[config.mk]
export PLATFORM = sky130hd
export DESIGN_NAME = mult_div
export DESIGN_NICKNAME = d
export VERILOG_FILES = /design/src/rtl/mult_div.sv
export SDC_FILE = /design/constraint.sdc
export NUM_CORES = 1
export LEC_CHECK = 0
export CORE_ASPECT_RATIO = 1.5
export CORE_MARGIN = 2
export CORE_UTILIZATION = 60
export DETAILED_ROUTE_END_ITERATION = 10
export PLACE_DENSITY = 0.79
export REMOVE_ABC_BUFFERS = 1
export SYNTH_ARGS = -nofsm -noshare
export SYNTH_HDL_FRONTEND = slang
export SYNTH_SLANG_ARGS = --single-unit
[constraint.sdc]
create_clock -name clock -period 5.3 [get_ports clock]
set_clock_uncertainty 0.15 [all_clocks]
set_input_delay 1.06 -clock clock [delete_from_list [all_inputs] [get_ports clock]]
set_output_delay 1.06 -clock clock [all_outputs]
set_load 0.03 [all_outputs]
[src/rtl/mult_div.sv]
// rtl/mult_div.sv - iterative 32x32 multiply / restoring divide unit with HI/LO registers
// Fixed 34-edge latency: one accept edge, 32 RUN iterations, one FIX (sign correction) edge.
module mult_div (
  input  logic        clock,
  input  logic        reset,
  input  logic [31:0] in1,
  input  logic [31:0] in2,
  input  logic [1:0]  op,
  input  logic        start,
  input  logic        mthi,
  input  logic        mtlo,
  output logic [31:0] hi,
  output logic [31:0] lo,
  output logic        busy,
  output logic        done
);

  typedef enum logic [1:0] {IDLE, RUN, FIX} state_t;

  state_t      state, next_state;
  logic [1:0]  op_q;
  logic [4:0]  cnt;
  logic [31:0] opnd;
  logic [63:0] acc;
  logic        neg_res, neg_rem, div0;

  logic        a_s, b_s;
  logic [31:0] a_mag, b_mag;
  logic        is_div;
  logic [32:0] mul_sum, diff;
  logic        qbit;
  logic [31:0] rem_new;
  logic [63:0] acc_next, prod_fix;
  logic [31:0] quo_fix, rem_fix;

  // Even op codes are the signed variants.
  assign a_s   = ~op[0] & in1[31];
  assign b_s   = ~op[0] & in2[31];
  assign a_mag = a_s ? -in1 : in1;
  assign b_mag = b_s ? -in2 : in2;

  assign is_div = op_q[1];

  // Multiply: acc = {partial, multiplier}; add multiplicand on acc[0], shift right.
  assign mul_sum = {1'b0, acc[63:32]} + (acc[0] ? {1'b0, opnd} : 33'd0);

  // Divide: acc = {remainder, quotient}; shift left, trial-subtract the divisor.
  assign diff    = acc[63:31] - {1'b0, opnd};
  assign qbit    = ~diff[32];
  assign rem_new = qbit ? diff[31:0] : acc[62:31];

  assign acc_next = is_div ? {rem_new, acc[30:0], qbit} : {mul_sum, acc[31:1]};

  assign prod_fix = neg_res ? -acc : acc;
  assign quo_fix  = (neg_res & ~div0) ? -acc[31:0] : acc[31:0];
  assign rem_fix  = neg_rem ? -acc[63:32] : acc[63:32];

  always_comb begin
    next_state = state;
    case (state)
      IDLE:    if (start) next_state = RUN;
      RUN:     if (cnt == 5'd31) next_state = FIX;
      FIX:     next_state = IDLE;
      default: next_state = IDLE;
    endcase
  end

  always_ff @(posedge clock) begin
    if (!reset) begin
      state   <= IDLE;
      busy    <= 1'b0;
      done    <= 1'b0;
      hi      <= 32'd0;
      lo      <= 32'd0;
      op_q    <= 2'd0;
      cnt     <= 5'd0;
      opnd    <= 32'd0;
      acc     <= 64'd0;
      neg_res <= 1'b0;
      neg_rem <= 1'b0;
      div0    <= 1'b0;
    end else begin
      state <= next_state;
      busy  <= (next_state != IDLE);
      done  <= (state == FIX);
      case (state)
        IDLE: begin
          if (start) begin
            op_q    <= op;
            cnt     <= 5'd0;
            opnd    <= op[1] ? b_mag : a_mag;
            acc     <= {32'd0, op[1] ? a_mag : b_mag};
            neg_res <= a_s ^ b_s;
            neg_rem <= a_s;
            div0    <= (in2 == 32'd0);
          end else begin
            if (mthi) hi <= in1;
            if (mtlo) lo <= in1;
          end
        end
        RUN: begin
          acc <= acc_next;
          cnt <= cnt + 5'd1;
        end
        FIX: begin
          hi <= is_div ? rem_fix : prod_fix[63:32];
          lo <= is_div ? quo_fix : prod_fix[31:0];
        end
        default: ;
      endcase
    end
  end

endmodule

Word-level counts from Yosys, hierarchy flattened

Index checks and enable logic that the tools add are counted.

Register bits after elaboration: 174
Input port bits: 71

Add/sub/neg operators: 8
Equality and inequality tests: 7
Multiplexer cells: 25
Bitwise logic cells: 7
Reduce and logical (&&, ||, !) cells: 9

Operators by type and width:

| kind                                          | number |
|---|---|
| 2-to-1 mux 32 bit                             | 14 |
| 2-to-1 mux 64 bit                             | 3 |
| negator 32 bit                                | 4 |
| one-hot mux 32 bit (2 select lines)           | 2 |
| one-hot mux 64 bit (2 select lines)           | 1 |
| negator 64 bit                                | 1 |
| adder 32 x 32 -> 33 bit                       | 1 |
| subtractor 33 x 32 -> 33 bit                  | 1 |
| zero test 32 bit                              | 1 |
| one-hot mux 5 bit (2 select lines)            | 1 |
| != test 2 bit, second input constant          | 4 |
| AND reduction 3 bit                           | 2 |
| nonzero test 2 bit                            | 3 |
| adder 5 x 1 -> 5 bit, second input constant   | 1 |
| == test 5 bit, second input constant          | 1 |
| 2-to-1 mux 5 bit                              | 1 |
| 2-to-1 mux 2 bit                              | 2 |
| one-hot mux 2 bit (2 select lines)            | 1 |
| AND reduction 2 bit                           | 2 |
| bitwise AND 1 bit                             | 3 |
| inverter 1 bit                                | 3 |
| == test 2 x 1 -> 1 bit, second input constant | 1 |
| == test 2 bit, second input constant          | 1 |
| zero test 2 bit                               | 1 |
| XOR 1 bit                                     | 1 |

Depth between registers and ports, before layout

Gate-level depths: netlist of the first run.

Word-level depth: 6
Depth in mapped cells: 16
Mapped depth without buffers: 13

Worst setup path before layout of the first run

OpenSTA, ideal clock, no wires.

Path kind: in2reg
Start point: input in1[0]
End point: register acc[30]
Library setup time: 0.117 ns
Arrival: 3.161 ns
Required time: 5.033 ns
Setup slack: 1.872 ns
Stages on the path: 10
Buffers on the path: 0
Cell sequence: inv_1 ha_1 or3b_2 nor3_1 a31oi_1 o21bai_1 a21oi_1 xor2_1 a31oi_1 a22o_1

Cells in the longest elaborated chain, start to end: 5

RTL lines:

| item                                | line | RTL |
|---|---|---|
| from (decl)                         | 6    | `input logic [31:0] in1,` |
| negator 32 bit                      | 39   | `assign a_mag = a_s ? -in1 : in1;` |
| 2-to-1 mux 32 bit                   | 39   |  |
| 2-to-1 mux 32 bit                   | 92   | `acc <= {32'd0, op[1] ? a_mag : b_mag};` |
| 2-to-1 mux 64 bit                   | 88   | `if (start) begin` |
| one-hot mux 64 bit (2 select lines) | 86   | `case (state)` |
| to (signal assigned)                | 92   |  |
| to (signal assigned)                | 102  | `acc <= acc_next;` |
| to (decl)                           | 24   | `logic [63:0] acc;` |

Every way passes these cells. The select of a mux whose other input is x is not followed.
A chain may end at the register's enable or synchronous reset.

Worst setup path in the final report of the first run

Start point: register acc[0]
End point: register acc[54]

Cells in the longest elaborated chain, start to end: 4

RTL lines:

| item                                | line | RTL |
|---|---|---|
| 2-to-1 mux 32 bit                   | 45   | `assign mul_sum = {1'b0, acc[63:32]} + (acc[0] ? {1'b0, opnd} : 33'd0);` |
| adder 32 x 32 -> 33 bit             | 45   |  |
| 2-to-1 mux 64 bit                   | 52   | `assign acc_next = is_div ? {rem_new, acc[30:0], qbit} : {mul_sum, acc[31:1]};` |
| one-hot mux 64 bit (2 select lines) | 86   |  |

Every way passes these cells.

==> results of run 1 <==
flip-flops by register name (all words and copies together) (netlist names):
name / flops
cnt: 5
state: 2
busy: 1
lo: 32
neg_rem: 1
done: 1
acc: 64
neg_res: 1
op_q: 1
hi: 32
opnd: 32
div0: 1
cells in the mapped netlist, drive strengths merged (9+ instances only):
master | n | area share [%]
o21a | 13 | 0.66
a21o | 33 | 1.7
o41ai | 9 | 0.63
clkbuf | 115 | 2.9
dfxtp | 173 | 23
or3 | 20 | 0.84
a32oi | 12 | 0.71
o221ai | 15 | 0.93
o31ai | 24 | 1.2
a21boi | 19 | 0.96
nand3 | 53 | 1.8
xnor2 | 91 | 5.4
buf | 23 | 0.87
o211ai | 44 | 2.2
and3 | 11 | 0.46
nand4 | 21 | 0.93
a22oi | 18 | 0.91
inv | 62 | 1.6
or4 | 19 | 1.0
and2 | 19 | 0.82
a211o | 11 | 0.65
nor4 | 21 | 1.1
ha | 70 | 5.9
nand2 | 159 | 4.1
xor2 | 68 | 4.0
nor2 | 181 | 4.6
o211a | 17 | 1.1
a31oi | 24 | 1.0
a211oi | 39 | 2.0
nand2b | 19 | 0.80
nor3 | 42 | 1.5
mux2i | 71 | 4.8
a21oi | 186 | 6.3
o21ai | 135 | 4.7
mux2 | 9 | 0.76
nor2b | 51 | 2.2
through the flow:
stage | instance area, um2 | total power [mW]
floorplan | 14300 | 2.27
global placement | 16300 | 2.67
detailed placement | 16300 | 2.69
CTS | 17000 | 4.10
global route | 17000 | 4.29
finish | 17000 | 4.13
layer usage:
layer  part of all wire [%]  vias up  wire, um  GRT usage, %
met5                      0        -         0             0
met4                    6.3        0      3300          24.6
met3                    7.8      227      4080          6.12
met2                     48      908     25000          66.7
met1                     38     7387     19700          45.5
li1                       -     7291         -             -
area by class of cell:
type,count,area [um2],area share [%]
repair buffers,162,1560,9.21
well taps,324,405,2.39
flip-flops and latches,173,3460,20.4
inverters,62,233,1.37
clock buffers,20,457,2.69
clock inverters,11,190,1.12
multi-input cells,1603,10600,62.8
tightest hold or removal path: stages, from the launching register on:
cell,delay (ns)
dfxtp_1,0.31
nand2_1,0.05
a21boi_0,0.06
power breakdown:
| part | switching (mW) | internal (mW) | leakage, nW |
|---|---|---|---|
| combinational | 0.746 | 0.486 | 4.90 |
| clock | 0.563 | 0.858 | 0.316 |
| sequential | 0.101 | 1.38 | 1.42 |
| total | 1.41 | 2.72 | 6.64 |
cell families (layout without fill, tap and decap cells):
family / count (synthesis) / after routing / share of synthesized area [%]
flops: 173 / 173 / 23.3
simple gates: 646 / 646 / 21.7
buf+inv: 200 / 255 / 5.33
compound gates: 646 / 646 / 28.6
fa+ha+maj: 72 / 72 / 6.16
mux: 80 / 80 / 5.54
xor+xnor: 159 / 159 / 9.37
final timing paths:
kind	startpoint	end	depth (start not counted)
setup / recovery	acc[0]	acc[54]	12
hold / removal	div0	div0	2
setup reg to reg	acc[0]	acc[54]	12
hold reg to reg	div0	div0	2
==> flow_summary.toml, run 1 <==
[clocking]
postCtsHoldBufs = 0
clk_path_buf_depth = 2
cts_num_sinks = 173
clk_pin_slew_ns = 0.07
clk-insertion-delay-late_ns = 0.45
post_cts_resize_count = 0
cts_root_buf = "clkbuf_16"
cts_buffers = 17
cts_max_level = 4
cts_tree = "yes"
cts_setup_buffers = 0

[cells_and_area]
layout_common_cells = "183 x a21oi_1, 176 x nor2_1, 172 x dfxtp_1, 158 x nand2_1, 134 x clkdlybuf4s50_1"
fin_cells = 2355
layout-drive-gt1-share_pct = 5.81
nFillCells = 2158
syn_to_final_growth_pct = 14.0
utilization_pct = 69.6
diodes = 0
nets = 2162
final_common_cell = "a21oi_1"

[yosys]
synth_edf_count = 0
synth-seq-area-share_pct = 23.3
synthArstFlopShare_pct = 0
synth_flop_cell = "dfxtp_1"
synth.lib_cells_used.distinct = 88
syn_avg_cell_area_um2 = 7.52
syn_inst = 1976
synth-seq-cells = 173
ys_warn_count = 0
synth_area_mm2 = 0.0149

[timing]
fin_crit_sh_pct = 78.4
finalHoldViolCount = 0
slew_violations = 0
max_freq_mhz = 241
tns_ns = 0
relSlewSlack_pct = 34.5
period_minus_slack_ns = 4.16
setup_slack_ns = 1.14
hold_slack_ns = 0.315
rsz0062_at_grt = "false"
worst_pin_slew_ns = 0.979
finalSetupViolations = 0

[route]
num_vias = 15813
ant_nets = 0
first_pass_iters = 6
drtIter0Drc = 1645
wire_per_inst_um = 22.1
remaining_drc_errors = 0
avgViaCountPerCell = 6.71
drt_wl_total_um = 52100

[floorplan]
num_rows = 70
die_x_um = 133
io_pins = 137
initial_core_util_pct = 61.1
core_region_area_mm2 = 0.0243
die_h_um = 197
die_area_mm2 = 0.0261

[worst_hold_path]
min_path_type = "register to register"

[power_and_ir_drop]
power_density_mw_per_mm2 = 244
leakagePower_nw = 6.64
irDropWorstVdd_v = 0.000256

[run_status]
run_status = "completed"

[setup_path]
required_ns = 5.44
ff2ff_setup_slack_ns = 1.14
crit_family = "compound AO/OA/AOI/OAI gates"
cp_common_cell = "nor2_1"
crit_chain = "inv_1, nor2_1, ha_1, nand3_1, nor4_1, a22oi_1, and3_1, o31a_1, o21ai_0, nor2_1, xor2_1, o221ai_1"
cp-end-kind = "register"
crit_arrival_ns = 4.29
crit_fanout = 15
cp-start-kind = "register"
path_buf_inv = 1
max_stage_delay_ns = 0.65
slowest_stage = "o21ai_0"
worstSetupPathType = "register to register"

[grt]
grt_max_degree = 80
grt_usage_pct = 39.0
antenna_found_initial = 0
gr-total-overflow = 0
grt_pass1_vias = 15167
grt_pass1_wl_um = 80900

[flow_run]
drv_cap = 0

[place]
place.gp.congestion = 0.965
io_buffers = 136
pre_cts_slack_ns = 0.970
dp_hpwl_um = 38500
place_inst = 2324
Power figures use the tool's default switching activity.
==> run 2: changes to the inputs <==
--- a/config.mk
+++ b/config.mk
@@ -7,9 +7,9 @@
 export LEC_CHECK = 0
 export CORE_ASPECT_RATIO = 1.5
 export CORE_MARGIN = 2
-export CORE_UTILIZATION = 60
+export CORE_UTILIZATION = 54
 export DETAILED_ROUTE_END_ITERATION = 10
-export PLACE_DENSITY = 0.79
+export PLACE_DENSITY = 0.75
 export REMOVE_ABC_BUFFERS = 1
 export SYNTH_ARGS = -nofsm -noshare
 export SYNTH_HDL_FRONTEND = slang
==> constraint.sdc (replaced) <==
create_clock -name clock -period 3.4 [get_ports clock]
set_clock_uncertainty 0.15 [all_clocks]
set_input_delay 0.68 -clock clock [delete_from_list [all_inputs] [get_ports clock]]
set_output_delay 0.68 -clock clock [all_outputs]
set_load 0.03 [all_outputs]
==> run 2 against run 1 <==
  * Core utilization down 1.7 points
  * Sequential power up 55%
  * Worst hold slack better by 0.0018 ns
  * Via count up 3.8%
  * Critical path depth down 1
==> flow_summary.toml, run 2 (same netlist as run 1, synthesis figures left out) <==
[power_and_ir_drop]
power_density_mw_per_mm2 = 346
leakagePower_nw = 7.52
power_mw = 6.38
irDropWorstVdd_v = 0.000434

[clocking]
cts_num_sinks = 173
postCtsHoldBufs = 0
cts_tree = "yes"
cts_buffers = 17
cts_max_level = 4
cts_root_buf = "clkbuf_16"
clk_pin_slew_ns = 0.08
clk-insertion-delay-late_ns = 0.47
clk_path_buf_depth = 2

[timing]
worst_pin_slew_ns = 0.878
rsz0062_at_grt = "true"
finalSetupViolations = 0
relSlewSlack_pct = 41.5
max_freq_mhz = 303
setup_slack_ns = 0.0981
fin_crit_sh_pct = 97.1
finalHoldViolCount = 0
period_minus_slack_ns = 3.30
slew_violations = 0

[setup_path]
worstSetupPathType = "register to register"
cp-start-kind = "register"
crit_arrival_ns = 3.51
required_ns = 3.61
cp-end-kind = "register"
crit_fanout = 7

[cells_and_area]
layout-drive-gt1-share_pct = 14.5
fin_area_mm2 = 0.0184
nets = 2343
regMostFlops = "acc"
layout_common_cells = "201 x buf_4, 181 x a21oi_1, 177 x nor2_1, 170 x dfxtp_1, 158 x nand2_1"
final_common_cell = "buf_4"
diodes = 0
syn_to_final_growth_pct = 23.9
largest_reg_flops = 64
fin_cells = 2555

[route]
remaining_drc_errors = 0
avgViaCountPerCell = 6.43
drtIter0Drc = 1579
ant_nets = 0
num_vias = 16420
drt_wl_total_um = 55500
first_pass_iters = 8
wire_per_inst_um = 21.7

[place]
pre_cts_slack_ns = -0.314
place_inst = 2522
place.gp.congestion = 1.01
postPlaceCellArea_mm2 = 0.0177
dp_hpwl_um = 43000
io_buffers = 136

[floorplan]
die_area_mm2 = 0.0289
core_region_area_mm2 = 0.0271
io_pins = 137
initial_core_util_pct = 54.8
die_x_um = 139
die_h_um = 207
num_rows = 74

[grt]
grt_pass1_vias = 15801
grt_usage_pct = 37.3
grt_max_degree = 84
grt_pass1_wl_um = 86000
gr-total-overflow = 0
antenna_found_initial = 0

[run_status]
run_status = "completed"

[flow_run]
drv_cap = 0

[worst_hold_path]
min_path_type = "register to register"
run 2: cell types whose count changed in the layout (fill, tap and decap cells not counted), sizes merged:
cell and change:
bufinv -5, clkinvlp +4, clkinv -1, buf +181
clkbuf -3, inv +6
run 2: per-stage QoR:
stage / util [%] / setup TNS [ns] / hold slack [ns]
6_report: 67.9 / 0 / 0.317
5_1_grt: 67.9 / -0.0372 / 0.344
4_1_cts: 67.4 / -0.0217 / 0.318
3_5_place_dp: 65.3 / -6.40 / 0.309
3_3_place_gp: 65.3 / -4.86 / 0.302
2_1_floorplan: - / -29.93 / 0.289
run 2: worst paths after layout:
check | startpoint | endpoint | slack (ns) | depth (start not counted)
setup / recovery | opnd[25] | acc[41] | 0.1 | 11
hold / removal | lo[26] | lo[26] | 0.32 | 2
setup reg to reg | opnd[25] | acc[41] | 0.1 | 11
hold reg to reg | lo[26] | lo[26] | 0.32 | 2
run 2: area by class of cell:
| type | count | area, um2 |
|---|---|---|
| repair buffers | 343 | 2980 |
| multi-input cells | 1603 | 10800 |
| well taps | 342 | 428 |
| clock inverters | 15 | 134 |
| fillers | 2361 | 8700 |
| clock buffers | 17 | 425 |
| inverters | 62 | 238 |
| flip-flops and latches | 173 | 3470 |
run 2: worst max-delay path: stages (launching register included):
cell     delay, ns
dfxtp_1       0.41
inv_1         0.12
ha_2          0.35
a21oi_2       0.20
nor2b_1       0.06
o21ai_1       0.17
a21oi_1       0.12
or3_1         0.41
or3_1         0.38
and2_4        0.22
mux2_4        0.31
a221o_1       0.29
run 2: routing by layer:
metal	global-route usage [%]	vias to the layer above	wire [um]
met4	22.2	0	3440
met1	44.4	7698	21300
met2	64.9	829	27200
met3	3.53	224	3490
met5	0	-	0
li1	-	7669	-
run 2: power breakdown:
part	leakage [nW]	internal [mW]	switching [mW]
Clock	0.262	0.962	0.986
Sequential	1.42	2.15	0.143
Combinational	5.84	0.908	1.23
run 2: timing repair:
| action | 4_1_cts | 5_1_grt |
|---|---|---|
| resized for setup | 5 | 30 |
| setup endpoints to repair | 10 | 26 |
| pin swaps | 0 | 4 |
| cloned | 0 | 0 |
| setup buffers | 0 | 1 |
==> run 3: changes to the inputs <==
--- a/config.mk
+++ b/config.mk
@@ -10,7 +10,7 @@
 export CORE_UTILIZATION = 54
 export DETAILED_ROUTE_END_ITERATION = 10
 export PLACE_DENSITY = 0.75
-export REMOVE_ABC_BUFFERS = 1
+export SETUP_SLACK_MARGIN = 0.02
 export SYNTH_ARGS = -nofsm -noshare
 export SYNTH_HDL_FRONTEND = slang
 export SYNTH_SLANG_ARGS = --single-unit
==> run 3 against run 2 <==
  * Core utilization rose by 1.4 points
  * Global-route usage grew 4.2 points
  * Clock power up 5%
  * Sequential power is essentially flat
  * Critical endpoint unchanged
  * Largest cell class unchanged
==> flow_summary.toml, run 3 (same netlist as run 1, synthesis figures left out) <==
[run_status]
run_status = "completed"

[place]
io_buffers = 136
postPlaceCellArea_mm2 = 0.0180
pre_cts_slack_ns = -0.211
place.gp.congestion = 1.07
dp_hpwl_um = 48100

[timing]
slew_violations = 0
max_freq_mhz = 302
rsz0062_at_grt = "true"
worst_pin_slew_ns = 0.909
period_minus_slack_ns = 3.31
fin_crit_sh_pct = 97.5
relSlewSlack_pct = 39.4
finalSetupViolations = 0
finalHoldViolCount = 0
setup_slack_ns = 0.0854

[cells_and_area]
syn_to_final_growth_pct = 26.6
layout_common_cells = "243 x buf_4, 179 x a21oi_1, 176 x nor2_1, 171 x dfxtp_1, 158 x nand2_1"
final_common_cell = "buf_4"
nFillCells = 2319
diodes = 0
layout-drive-gt1-share_pct = 16.6
regMostFlops = "acc"
nets = 2385
fin_area_mm2 = 0.0188
largest_reg_flops = 64

[clocking]
cts_root_buf = "clkbuf_16"
clk-insertion-delay-late_ns = 0.47
cts_buffers = 17
clk_path_buf_depth = 2
cts_num_sinks = 173
cts_tree = "yes"
postCtsHoldBufs = 0
clk_pin_slew_ns = 0.08
cts_max_level = 4

[route]
wire_per_inst_um = 23.7
drtIter0Drc = 1418
dr.max_layer_used = "met4"
met2_length_um = 30100
avgViaCountPerCell = 6.53
num_vias = 16952
first_pass_iters = 6
remaining_drc_errors = 0
drt_wl_total_um = 61500
ant_nets = 0
wl_met1_um = 20700
wl_met3_um = 3920

[grt]
gr-total-overflow = 0
grt_max_degree = 80
antenna_found_initial = 1
grt_pass1_wl_um = 93000
grt_pass1_vias = 16489
grt_usage_pct = 41.5

[yosys]
syn_nets = 2119

[setup_path]
cp-end-kind = "register"
rr_startpoint = "acc[32]"
worstRegToRegCells = 13
crit_chain = "buf_6, clkinvlp_4, fa_2, nand2b_1, a21oi_2, buf_4, o21ai_2, a21bo_2, a21oi_4, or3_4, and2_4, mux2_4, a221o_1"
required_ns = 3.61
worstSetupPathType = "register to register"
slowest_stage = "fa_2"
max_stage_delay_ns = 0.41
ff2ff_setup_slack_ns = 0.09
crit_fanout = 7
r2r_end = "acc[41]"
cp-start-kind = "register"
crit_arrival_ns = 3.53

[flow_run]
drv_cap = 0

[worst_hold_path]
min_path_type = "register to register"
hold_depth = 2
worstHoldEndpoint = "lo[23]"
min_from = "lo[23]"

[floorplan]
die_h_um = 207
die_area_mm2 = 0.0289
num_rows = 74
core_region_area_mm2 = 0.0271
die_x_um = 139
io_pins = 137
initial_core_util_pct = 54.8

[power_and_ir_drop]
leakagePower_nw = 7.77
irDropWorstVdd_v = 0.000417
power_mw = 6.59
power_density_mw_per_mm2 = 350
-- run 3: changes by cell type in the layout (fill, tap and decap cells not counted), sizes merged --
cell / change
clkinvlp: -4
buf: +42
clkinv: +4
-- run 3: worst max-delay path by stage --
stage	startpoint	end	cells past startpoint
after global placement	in1[0]	acc[14]	13
after global routing	acc[0]	acc[63]	15
final	acc[32]	acc[41]	13
after CTS	acc[0]	acc[56]	15
after floorplan	acc[0]	acc[59]	14
after detailed placement	in1[0]	acc[14]	13
-- run 3: metal layers --
metal / global-route usage (%) / vias to the layer above
li1: - / 7759
met1: 42.7 / 7977
met2: 72.3 / 885
met5: 0 / -
met4: 37.2 / 0
met3: 6.27 / 331
-- run 3: cell type report --
| class | count | area, um2 | area share, % |
|---|---|---|---|
| Multi-Input combinational cell | 1603 | 10800 | 57.4 |
| Clock buffer | 17 | 425 | 2.26 |
| Inverter | 62 | 236 | 1.26 |
| Clock inverter | 15 | 173 | 0.917 |
| Tap cell | 342 | 428 | 2.27 |
| Sequential cell | 173 | 3470 | 18.4 |
| Timing Repair Buffer | 385 | 3280 | 17.5 |
-- run 3: critical path, delay by kind of cell (launching register included) --
kind	cells	cell delay (ns)
compound gates	5	0.95
buf+inv	3	0.43
mux	1	0.31
flops	1	0.37
simple gates	3	0.57
fa+ha+maj	1	0.41
-- run 3: stage by stage --
step / util, % / instances / hold WS (ns) / TNS, ns
4_1_cts: 68.8 / 2594 / 0.319 / 0
6_report: 69.4 / 2597 / 0.317 / 0
5_1_grt: 69.4 / 2597 / 0.341 / -0.0352
3_3_place_gp: 66.3 / 2561 / 0.300 / -3.56
2_1_floorplan: - / 1976 / 0.289 / 0
3_5_place_dp: 66.3 / 2561 / 0.308 / -5.40
-- run 3: repair_timing --
item                       in CTS  in global routing
gates resized for setup        13                 36
setup buffers                   1                  3
pin swaps                       4                 11
setup endpoints to repair      13                 30
-- run 3: power breakdown --
part	switching (mW)	internal (mW)
Combinational	1.33	0.942
Sequential	0.123	2.15
Clock	1.06	0.990
Total	2.51	4.08
